### src/rtl/ps2_mouse_decoder.sv
// CLK-synchronous PS/2 mouse receiver: oversampled frame capture, 3/4-byte packet
// assembly with resync and watchdog, delta/button/wheel decode and clamped cursor.
module ps2_mouse_decoder #(
    parameter int PACKET_BYTES   = 3,
    parameter int TIMEOUT_CYCLES = 100000,
    parameter int MOVE_THRESHOLD = 8,
    parameter int X_MAX          = 639,
    parameter int Y_MAX          = 479
) (
    input  logic                         CLK,
    input  logic                         RST,
    input  logic                         PS2_CLK,
    input  logic                         PS2_DATA,
    output logic                         packet_valid,
    output logic                         frame_error,
    output logic                         left_click,
    output logic                         right_click,
    output logic                         middle_click,
    output logic [8:0]                   delta_x,
    output logic [8:0]                   delta_y,
    output logic [3:0]                   wheel,
    output logic                         mouse_up,
    output logic                         mouse_down,
    output logic                         mouse_left,
    output logic                         mouse_right,
    output logic [$clog2(X_MAX+1)-1:0]   cursor_x,
    output logic [$clog2(Y_MAX+1)-1:0]   cursor_y
);

    localparam int XW = $clog2(X_MAX + 1);
    localparam int YW = $clog2(Y_MAX + 1);
    localparam int WW = $clog2(TIMEOUT_CYCLES + 1);
    localparam logic [1:0] LAST_IDX = 2'(PACKET_BYTES - 1);
    localparam logic signed [11:0] THR    = 12'(MOVE_THRESHOLD);
    localparam logic signed [11:0] XMAX_S = 12'(X_MAX);
    localparam logic signed [11:0] YMAX_S = 12'(Y_MAX);

    typedef enum logic [1:0] {ST_START, ST_DATA, ST_PARITY, ST_STOP} frame_state_t;

    logic [1:0]   clk_sync;
    logic [1:0]   data_sync;
    logic         clk_prev;
    logic         fall;
    logic         bit_in;

    frame_state_t state, state_next;
    logic [2:0]   bit_cnt, bit_cnt_next;
    logic [7:0]   shift, shift_next;
    logic         parity_ok, parity_next;
    logic [1:0]   byte_idx, idx_next;
    logic [WW-1:0] wd, wd_next;
    logic         busy;
    logic         err_next;
    logic         done, done_next;
    logic         store_en;

    logic [6:0]   hdr;
    logic [7:0]   b1;
    logic [7:0]   b2;
    logic [3:0]   b3;

    logic [8:0]   dx_new, dy_new;
    logic signed [11:0] dx_ext, dy_ext, cx_cur, cy_cur, cx_sum, cy_sum;
    logic [XW-1:0] cx_next;
    logic [YW-1:0] cy_next;
    logic [3:0]   wheel_new;

    // Synchronisers idle high so reset release never fakes a falling edge.
    always_ff @(posedge CLK or posedge RST) begin
        if (RST) begin
            clk_sync  <= 2'b11;
            data_sync <= 2'b11;
            clk_prev  <= 1'b1;
        end else begin
            clk_sync  <= {clk_sync[0], PS2_CLK};
            data_sync <= {data_sync[0], PS2_DATA};
            clk_prev  <= clk_sync[1];
        end
    end

    assign fall   = clk_prev & ~clk_sync[1];
    assign bit_in = data_sync[1];
    assign busy   = (state != ST_START) || (byte_idx != 2'd0);

    always_ff @(posedge CLK or posedge RST) begin
        if (RST) begin
            state     <= ST_START;
            bit_cnt   <= 3'd0;
            shift     <= 8'd0;
            parity_ok <= 1'b0;
            byte_idx  <= 2'd0;
            wd        <= '0;
            done      <= 1'b0;
        end else begin
            state     <= state_next;
            bit_cnt   <= bit_cnt_next;
            shift     <= shift_next;
            parity_ok <= parity_next;
            byte_idx  <= idx_next;
            wd        <= wd_next;
            done      <= done_next;
        end
    end

    // An edge always wins over watchdog expiry and restarts the count.
    always_comb begin
        state_next   = state;
        bit_cnt_next = bit_cnt;
        shift_next   = shift;
        parity_next  = parity_ok;
        idx_next     = byte_idx;
        wd_next      = wd;
        err_next     = 1'b0;
        done_next    = 1'b0;
        store_en     = 1'b0;
        if (fall) begin
            wd_next = '0;
            unique case (state)
                ST_START: begin
                    if (!bit_in) begin
                        state_next   = ST_DATA;
                        bit_cnt_next = 3'd0;
                    end
                end
                ST_DATA: begin
                    shift_next   = {bit_in, shift[7:1]};
                    bit_cnt_next = bit_cnt + 3'd1;
                    if (bit_cnt == 3'd7) state_next = ST_PARITY;
                end
                ST_PARITY: begin
                    parity_next = ^{shift, bit_in};
                    state_next  = ST_STOP;
                end
                ST_STOP: begin
                    state_next = ST_START;
                    if (!bit_in || !parity_ok) begin
                        err_next = 1'b1;
                        idx_next = 2'd0;
                    end else if (byte_idx == 2'd0 && !shift[3]) begin
                        err_next = 1'b1;
                    end else begin
                        store_en = 1'b1;
                        if (byte_idx == LAST_IDX) begin
                            idx_next  = 2'd0;
                            done_next = 1'b1;
                        end else begin
                            idx_next = byte_idx + 2'd1;
                        end
                    end
                end
            endcase
        end else if (busy) begin
            if (wd == WW'(TIMEOUT_CYCLES - 1)) begin
                err_next   = 1'b1;
                state_next = ST_START;
                idx_next   = 2'd0;
                wd_next    = '0;
            end else begin
                wd_next = wd + WW'(1);
            end
        end else begin
            wd_next = '0;
        end
    end

    // Byte 0 is kept without its always-one sync bit.
    always_ff @(posedge CLK or posedge RST) begin
        if (RST) begin
            hdr <= 7'd0;
            b1  <= 8'd0;
            b2  <= 8'd0;
            b3  <= 4'd0;
        end else if (store_en) begin
            case (byte_idx)
                2'd0:    hdr <= {shift[7:4], shift[2:0]};
                2'd1:    b1  <= shift;
                2'd2:    b2  <= shift;
                default: b3  <= shift[3:0];
            endcase
        end
    end

    always_comb begin
        dx_new    = hdr[5] ? (hdr[3] ? 9'h100 : 9'h0FF) : {hdr[3], b1};
        dy_new    = hdr[6] ? (hdr[4] ? 9'h100 : 9'h0FF) : {hdr[4], b2};
        dx_ext    = {{3{dx_new[8]}}, dx_new};
        dy_ext    = {{3{dy_new[8]}}, dy_new};
        cx_cur    = 12'(cursor_x);
        cy_cur    = 12'(cursor_y);
        cx_sum    = cx_cur + dx_ext;
        cy_sum    = cy_cur - dy_ext;
        cx_next   = (cx_sum < 12'sd0) ? '0 : (cx_sum > XMAX_S) ? XW'(X_MAX) : cx_sum[XW-1:0];
        cy_next   = (cy_sum < 12'sd0) ? '0 : (cy_sum > YMAX_S) ? YW'(Y_MAX) : cy_sum[YW-1:0];
        wheel_new = (PACKET_BYTES == 4) ? b3 : 4'd0;
    end

    always_ff @(posedge CLK or posedge RST) begin
        if (RST) begin
            packet_valid <= 1'b0;
            frame_error  <= 1'b0;
            left_click   <= 1'b0;
            right_click  <= 1'b0;
            middle_click <= 1'b0;
            delta_x      <= 9'd0;
            delta_y      <= 9'd0;
            wheel        <= 4'd0;
            mouse_up     <= 1'b0;
            mouse_down   <= 1'b0;
            mouse_left   <= 1'b0;
            mouse_right  <= 1'b0;
            cursor_x     <= XW'((X_MAX + 1) / 2);
            cursor_y     <= YW'((Y_MAX + 1) / 2);
        end else begin
            packet_valid <= done;
            frame_error  <= err_next;
            if (done) begin
                left_click   <= hdr[0];
                right_click  <= hdr[1];
                middle_click <= hdr[2];
                delta_x      <= dx_new;
                delta_y      <= dy_new;
                wheel        <= wheel_new;
                mouse_right  <= dx_ext > THR;
                mouse_left   <= dx_ext < -THR;
                mouse_up     <= dy_ext > THR;
                mouse_down   <= dy_ext < -THR;
                cursor_x     <= cx_next;
                cursor_y     <= cy_next;
            end
        end
    end

endmodule
### config.mk
export PLATFORM = sky130hd
export DESIGN_NAME = ps2_mouse_decoder
export DESIGN_NICKNAME = d
export VERILOG_FILES = /design/src/rtl/ps2_mouse_decoder.sv
export SDC_FILE = /design/constraint.sdc
export NUM_CORES = 1
export LEC_CHECK = 0
export CORE_MARGIN = 5
export CORE_UTILIZATION = 55
export CTS_BUF_LIST = sky130_fd_sc_hd__clkbuf_4
export DETAILED_ROUTE_END_ITERATION = 16
export PLACE_DENSITY = 0.8
export SYNTH_ARGS = -nofsm -noshare
export SYNTH_HDL_FRONTEND = slang
export SYNTH_SLANG_ARGS = --single-unit
### constraint.sdc
create_clock -name CLK -period 3.9 [get_ports CLK]
set_clock_uncertainty 0.2 [all_clocks]
set_input_delay 0.39 -clock CLK [delete_from_list [all_inputs] [get_ports CLK]]
set_output_delay 0.39 -clock CLK [all_outputs]
set_load 0.005 [all_outputs]
# After elaboration in Yosys (flattened, before gate mapping)
# Index checks and enable logic that the tools add are counted.
dict set report op_classes {
  n_addsub 5
  order_cmp 8
  n_eq_ne 12
  mux 39
  n_bitwise 2
  reduce_logical 22
}
# cell count
set op_table {}
lappend op_table {{$mux W9} 6}
lappend op_table {{$mux W17} 3}
lappend op_table {{$mux W10} 2}
lappend op_table {{$mux W2} 10}
lappend op_table {{$gt A9 B5 Y1 const B} 2}
lappend op_table {{$lt A9 B4 Y1 const B} 2}
lappend op_table {{$add A17 B1 Y17 const B} 1}
lappend op_table {{$eq A17 B17 Y1 const B} 1}
lappend op_table {{$mux W1} 15}
lappend op_table {{$add A11 B9 Y12} 1}
lappend op_table {{$gt A12 B11 Y1 const B} 1}
lappend op_table {{$lt A12 B1 Y1 const B} 1}
lappend op_table {{$gt A11 B10 Y1 const B} 1}
lappend op_table {{$lt A11 B1 Y1 const B} 1}
lappend op_table {{$sub A10 B9 Y11} 1}
lappend op_table {{$reduce_and A2 Y1} 5}
lappend op_table {{$reduce_bool A2 Y1} 5}
lappend op_table {{$ne A3 B3 Y1 const B} 3}
lappend op_table {{$reduce_xor A9 Y1} 1}
lappend op_table {{$pmux W2 S4} 1}
lappend op_table {{$reduce_and A4 Y1} 2}
lappend op_table {{$eq A2 B2 Y1 const B} 3}
lappend op_table {{$pmux W3 S2} 1}
lappend op_table {{$eq A2 B1 Y1 const B} 2}
lappend op_table {{other kinds (13)} 17}
dict set report word_totals {
  reg_bits 108
  in_bits 4
  elab_cells 114
}

# Longest topological paths before layout
# Gate-level depths: netlist of run 1.
dict set report depth {
  depth_word 7
  ltp_mapped 13
  depth_no_buf 13
}

# Worst setup path before layout of run 1
# No wires, ideal clock.
dict set report synth_path {
  kind {register to register}
  start {register hdr[3]}
  end {register cursor_x[6]}
  setup_ns 0.081
  arrival_time_ns 3.008
  slack_ns 0.612
  path_stages_with_launch 14
  n_path_buf 0
  synth_period_minus_slack_ns 3.288
  cell_sequence {dfrtp_1 > inv_1 > nand2_1 > o21ai_0 > ha_1 > fa_1 > a21oi_1 > o211ai_1 > and2_1 > o2111a_1 > a211oi_1 > nand2_1 > or2_2 > a32oi_1}
}
dict set report synth_between {
  elab_chain_cells 6
}
# item line_no
set synth_lines {}
lappend synth_lines {{start: declaration} 57} ;# logic [6:0] hdr;
lappend synth_lines {{start signal: assignment} 175} ;# 2'd0: hdr <= {shift[7:4], shift[2:0]};
lappend synth_lines {{$mux W9 * (2 in a row)} 184} ;# dx_new = hdr[5] ? (hdr[3] ? 9'h100 : 9'h0FF) : {hdr[3], b1};
lappend synth_lines {{via dx_new[0]} 62} ;# logic [8:0] dx_new, dy_new;
lappend synth_lines {{$add A11 B9 Y12 *} 190} ;# cx_sum = cx_cur + dx_ext;
lappend synth_lines {{$gt A12 B11 Y1} 192} ;# cx_next = (cx_sum < 12'sd0) ? '0 : (cx_sum > XMAX_S) ? XW'(X_MAX) : cx_sum[XW-1:0];
lappend synth_lines {{$mux W10} 192}
lappend synth_lines {{$mux W10 *} 192}
lappend synth_lines {{end signal: assignment} 211} ;# cursor_x <= XW'((X_MAX + 1) / 2);
lappend synth_lines {{end signal: assignment} 227} ;# cursor_x <= cx_next;
lappend synth_lines {{end: declaration} 26} ;# output logic [$clog2(X_MAX+1)-1:0] cursor_x,
# Mark *: on every way through the listed nets, which the timed path passes. The rest lies on a longest branch.
# A chain may end at the register's enable or synchronous reset.

# Worst setup path after layout of run 1
dict set report layout_path {
  start {register hdr[3]}
  end {register cursor_x[8]}
}
# The elaborated chain is that of the path after synthesis.

==> results.toml, run 1 <==
[synth]
ys_ff_latch = 108
netlist_area_mm2 = 0.00599
synthTopCellsByArea = "dfrtp_1 (41%), mux2_2 (6.2%), ha_1 (5.0%), dfstp_2 (4.8%), nor2_1 (3.6%)"
synth_area_per_cell_um2 = 9.97
synthArstFlopShare = 1.00
ys_seq_area_frac = 0.453
yosys_warnings = 0
yosysTopAreaCell = "dfrtp_1"
synth_edf_count = 0
syn_inst = 601
synthDistinctLibCells = 73
synth_top_area_share = 0.405
synth_flop_cell = "dfrtp_1"

[placement]
portBuffers = 49
dpl.hpwl_mm = 9.69
placed_cells = 773
place_congestion = 0.972
place_area_mm2 = 0.00659
place_ws_ns = 0.129

[worst_setup_path]
start_kind = "flop"
critPathMaxFanout = 9
worstPathCellList = "inv_1 -> nand2_2 -> o21ai_0 -> ha_1 -> a21oi_1 -> o311ai_4 -> a31oi_1 -> nor3_2 -> a21oi_1 -> mux2i_1 -> o2111ai_1 -> o2bb2ai_1"
worstSetupPathType = "flop to flop"
slowest_delay_ns = 0.49
required_ns = 4.13
cp.arrival_ns = 3.87
crit_top_cell = "a21oi_1"
worst_setup_path_end_kind = "flop"
cpMaxStageDelayCell = "dfrtp_2"

[detailed_routing]
wirelength_mm = 13.2
drt-initial-drc-count = 375
drc = 0
drt-pass1-iter-count = 5
wl_per_cell_um = 16.7
num_vias = 4715
ant_nets = 0
vias_per_cell = 5.98

[pwr]
swShare = 0.302
clockPowerShare = 0.274
p_leak_nw = 3.02
power_mw = 2.03
p_sw_mw = 0.614
vdd.ir_drop.worst_mv = 0.341
pwr-share-comb = 0.120
p_seq_frac = 0.606
internal-power_mw = 1.42
power_density_mw_per_mm2 = 302

[final_layout]
design_area_mm2 = 0.00674
area_growth_pct = 12.5
drive_above_1_share = 0.129
antenna_cells = 0
fin_nets = 674
fin_cells = 789
post-route-util = 0.627
n_fill_cell = 898

[grt]
grt_antenna_before_repair = 0
grt.overflow.total = 0
first_global_vias = 4615
grtUsageTotal = 0.214
grt_pass1_wl_mm = 22.6
grt_max_degree = 86

[sta]
setup_viol = 0
post-route-period-util = 0.932
max-slew-margin-rel = 0.331
slew_viol_final = 0
fin_ws_ns = 0.265
clock.fmax_mhz = 275
holdWs_ns = 0.0897
hold_viol = 0
setup_tns_ns = 0
worstMarginPinSlew_ns = 1.00
period_minus_slack_ns = 3.63
rsz0062_at_grt = "no"

[floorplan]
placementRows = 38
fp.dieArea_mm2 = 0.0131
start_util = 0.558
core_area_mm2 = 0.0107
fp.dieH_um = 114
fp.dieW_um = 114
num_io_pins = 54

[clocking]
path_clk_slew_ns = 0.18
cts_resized = 0
numClockSinks = 108
cts-root-buf = "clkbuf_4"
cts_buffers = 9
insertion_delay_ns = 0.50
htree_levels = 3
cts_hold_buf = 0
clockBufferDepth = 2
post_cts_buffers = 0
cts_tree = "yes"

[run]
cap_violations = 0

[run_status]
status = "completed"

[min_path]
hp-class = "input pin to flop"
==> cell families after synthesis <==
kind of cell,count (synthesis),share of synthesized area
AOI/OAI and AO/OA,146,0.169
xor gates and xnor gates,40,0.0610
adders and majority gates,27,0.0587
buffers and inverters,57,0.0397
DFF,108,0.453
muxes,36,0.0670
other,1,0.000626
and+or+nand+nor,186,0.150
==> power groups by stage <==
stage               Combinational, mW  Clock (mW)  Sequential, mW
detailed placement              0.244           0            1.25
global placement                0.228           0            1.25
CTS                             0.246       0.574            1.23
global route                    0.275       0.616            1.24
finish                          0.244       0.558            1.23
floorplan                       0.196           0            1.23
==> layer usage <==
metal | global-route usage | vias to the layer above | part of all wire
met5 | 0 | - | 0
li1 | - | 2233 | -
met4 | 0.0689 | 0 | 0.020
met3 | 0.0418 | 26 | 0.047
met2 | 0.351 | 119 | 0.49
met1 | 0.287 | 2337 | 0.44
==> cell usage after synthesis, types with 3 or more instances <==
| cell | number |
|---|---|
| or2_2 | 3 |
| xor2_1 | 19 |
| a21o_1 | 9 |
| nand3_1 | 18 |
| nor4_1 | 3 |
| a21oi_1 | 33 |
| nor3_1 | 4 |
| xnor2_1 | 19 |
| and2_1 | 3 |
| o211a_1 | 5 |
| inv_1 | 31 |
| nor2_1 | 57 |
| o211ai_1 | 3 |
| a32o_1 | 4 |
| clkbuf_1 | 15 |
| mux2i_1 | 3 |
| buf_4 | 5 |
| o2111ai_1 | 3 |
| o21ai_0 | 32 |
| nand2b_1 | 13 |
| nand2_1 | 50 |
| a31oi_1 | 6 |
| ha_1 | 24 |
| o2bb2ai_1 | 3 |
| buf_2 | 4 |
| mux2_2 | 33 |
| dfstp_2 | 11 |
| o221ai_1 | 3 |
| nand4_1 | 5 |
| or3_1 | 3 |
| a211oi_1 | 3 |
| dfrtp_1 | 97 |
| nor3b_1 | 3 |
| and3_1 | 7 |
| a32oi_1 | 5 |
| nor2b_1 | 5 |
| o31ai_1 | 6 |
| o22ai_1 | 4 |
==> cell usage in the layout, fill, tap and decap left out, types with 5 or more instances in the layout <==
cell,netlist,final
nor2_1,57,57
mux2_2,33,33
dfrtp_1,97,95
nand3_1,18,18
a21oi_1,33,33
inv_1,31,30
buf_4,5,6
nand2_1,50,49
xor2_1,19,19
nor2b_1,5,5
and3_1,7,7
xnor2_1,19,19
nand2b_1,13,13
o211a_1,5,5
a21o_1,9,9
a31oi_1,6,6
a32oi_1,5,5
o21ai_0,32,32
clkbuf_4,0,9
ha_1,24,24
o31ai_1,6,6
clkdlybuf4s50_1,0,49
dfstp_2,11,11
nand4_1,5,5
==> path summary, 6_finish.rpt <==
path	from	endpoint	slack [ns]	cells after the start
hold reg to reg	clk_sync[0]	clk_sync[1]	0.16	0
setup reg to reg	hdr[3]	cursor_x[8]	0.27	12
setup / recovery	hdr[3]	cursor_x[8]	0.27	12
hold / removal	PS2_CLK	clk_sync[0]	0.09	1
min in group asynchronous	RST	delta_x[6]	0.26	2
max in group asynchronous	RST	cursor_y[4]	2.35	3
==> cell type report <==
type | count | area, um^2 | share of cell area
Inverter | 31 | 119 | 0.0176
Tap cell | 140 | 175 | 0.0260
Clock buffer | 9 | 67.6 | 0.0100
Multi-Input combinational cell | 439 | 3060 | 0.453
Timing Repair Buffer | 55 | 536 | 0.0795
Sequential cell | 108 | 2720 | 0.404
Clock inverter | 7 | 66.3 | 0.00984
==> state kept, by name (all words and copies together) (netlist names), 3 cells and up <==
register  cells
cursor_y      9
cursor_x     10
bit_cnt       3
delta_x       9
delta_y       9
b1            8
hdr           7
shift         8
wd           17
b2            8
==> critical path: cells and delay by family (launching register included) <==
| family | cells | cell delay (ns) |
|---|---|---|
| mux | 1 | 0.36 |
| simple gates | 2 | 0.26 |
| fa+ha+maj | 1 | 0.32 |
| flops | 1 | 0.49 |
| buf+inv | 1 | 0.23 |
| compound gates | 7 | 1.71 |
(Power assumes the default switching activity.)
==> inputs of run 2 (changes only) <==
--- a/config.mk
+++ b/config.mk
@@ -9,7 +9,7 @@
 export CORE_UTILIZATION = 55
 export CTS_BUF_LIST = sky130_fd_sc_hd__clkbuf_4
 export DETAILED_ROUTE_END_ITERATION = 16
-export PLACE_DENSITY = 0.8
+export PLACE_DENSITY = 0.75
 export SYNTH_ARGS = -nofsm -noshare
 export SYNTH_HDL_FRONTEND = slang
 export SYNTH_SLANG_ARGS = --single-unit
==> run 2 against run 1 <==
  * Register-to-register slack lost 0.03 ns
  * Largest power group unchanged
  * Sequential cell count is the same
  * Design area grew 0.26%
  * Wire length grew 0.17%
  * Largest cell class unchanged
==> results.toml, run 2 (synthesis gave the netlist of run 1 again) <==
[final_layout]
mostFrequentLayoutCell = "dfrtp_1"
multi_input_area_mm2 = 0.00306
drive_above_1_share = 0.134
antenna_cells = 0
largest_reg_flops = 17
reg_top3 = "wd (17), cursor_x (10)"
area_growth_pct = 12.8
n_fill_cell = 921
fin_nets = 676
final_cell_mix = "dfrtp_1 (96), nor2_1 (57), nand2_1 (49), clkdlybuf4s50_1 (49), mux2_2 (33)"
largest_register = "wd"
regArea_mm2 = 0.00272

[clocking]
path_clk_slew_ns = 0.20
insertion_delay_ns = 0.51
cts_tree = "yes"
post_cts_buffers = 0
clockBufferDepth = 2
cts_hold_buf = 0
htree_levels = 3
cts_buffers = 9
cts-root-buf = "clkbuf_4"
cts_resized = 0
numClockSinks = 108

[detailed_routing]
wl_per_cell_um = 16.7
wirelength_mm = 13.2
vias_per_cell = 5.83
num_vias = 4609
drc = 0
drt-pass1-iter-count = 6
drt-initial-drc-count = 237
ant_nets = 0

[floorplan]
fp.dieArea_mm2 = 0.0131
placementRows = 38
start_util = 0.558
core_area_mm2 = 0.0107
fp.dieH_um = 114
num_io_pins = 54
fp.dieW_um = 114

[sta]
period_minus_slack_ns = 3.66
setup_viol = 0
clock.fmax_mhz = 273
fin_ws_ns = 0.237
max-slew-margin-rel = 0.521
post-route-period-util = 0.939
setup_tns_ns = 0
slew_viol_final = 0
rsz0062_at_grt = "no"
hold_viol = 0
worstMarginPinSlew_ns = 0.719

[grt]
first_global_vias = 4518
grt_pass1_wl_mm = 22.2
grt.overflow.total = 0
grt_antenna_before_repair = 0
grt_max_degree = 59
grtUsageTotal = 0.213

[placement]
place_ws_ns = 0.0874
place_congestion = 0.869
dpl.hpwl_mm = 9.76
portBuffers = 49

[worst_setup_path]
r2r_setup_slack_ns = 0.24
required_ns = 4.14
worstSetupPathType = "flop to flop"
critPathMaxFanout = 9
r2r_start = "hdr[3]"
r2r-end = "cursor_x[0]"
cp.arrival_ns = 3.91
ff2ff_path_depth = 12
start_kind = "flop"
worst_setup_path_end_kind = "flop"

[pwr]
vdd.ir_drop.worst_mv = 0.304
power_density_mw_per_mm2 = 302
p_leak_nw = 3.03

[run_status]
status = "completed"

[min_path]
hold_end = "clk_sync[0]"
hp-class = "input pin to flop"
min_from = "PS2_CLK"
worst_hold_path.num_cells = 1

[run]
cap_violations = 0
[run 2: layer usage]
| layer | wire, um | share of wire | global-route usage |
|---|---|---|---|
| met1 | 6120 | 0.46 | 0.296 |
| met2 | 6260 | 0.47 | 0.333 |
| met3 | 571 | 0.043 | 0.0375 |
| met4 | 244 | 0.018 | 0.0808 |
| met5 | 0 | 0 | 0 |
[run 2: worst max-delay path, stage by stage, from the launching register on]
cell      delay, ns
dfrtp_2        0.48
inv_1          0.17
nand2_2        0.16
o21ai_0        0.20
ha_1           0.37
nand2_1        0.12
o311ai_4       0.38
a31oi_1        0.18
or4b_1         0.55
nor4_1         0.26
a31oi_1        0.13
and2_4         0.21
a32oi_1        0.21
[run 2: final cells by class]
type / count / share of cell area
clock buffer: 9 / 0.0100
clock inverter: 7 / 0.00982
timing repair buffer: 57 / 0.0815
inverter: 31 / 0.0176
tap: 140 / 0.0259
sequential: 108 / 0.402
multi-input combinational: 439 / 0.453
[run 2: power breakdown]
group	internal (mW)	leakage [nW]	switching, mW
registers	1.17	1.46	0.0621
clock network	0.148	0.0685	0.420
logic	0.102	1.50	0.135
[run 2: per-stage QoR]
| stage | utilization | std cells | cell area (um^2) | power [mW] | hold slack, ns |
|---|---|---|---|---|---|
| floorplan | - | 604 | 6000 | 1.43 | 0.145 |
| global placement | 0.615 | 775 | 6610 | 1.48 | 0.146 |
| detailed placement | 0.615 | 775 | 6610 | 1.49 | 0.147 |
| CTS | 0.628 | 791 | 6740 | 2.05 | 0.0524 |
| global route | 0.629 | 791 | 6760 | 2.14 | 0.0346 |
| finish | 0.629 | 791 | 6760 | 2.04 | 0.0782 |
[run 2: worst max path at each step]
| stage | slack [ns] | depth (start not counted) | to | from |
|---|---|---|---|---|
| after global placement | 0.26 | 13 | cursor_x[6] | hdr[3] |
| final | 0.24 | 12 | cursor_x[0] | hdr[3] |
| after floorplan | 0.48 | 1 | b1[0] | RST |
| after CTS | 0.07 | 13 | cursor_x[0] | hdr[3] |
| after global routing | 0.009 | 12 | cursor_x[0] | hdr[3] |
| after detailed placement | 0.09 | 13 | cursor_x[0] | hdr[3] |
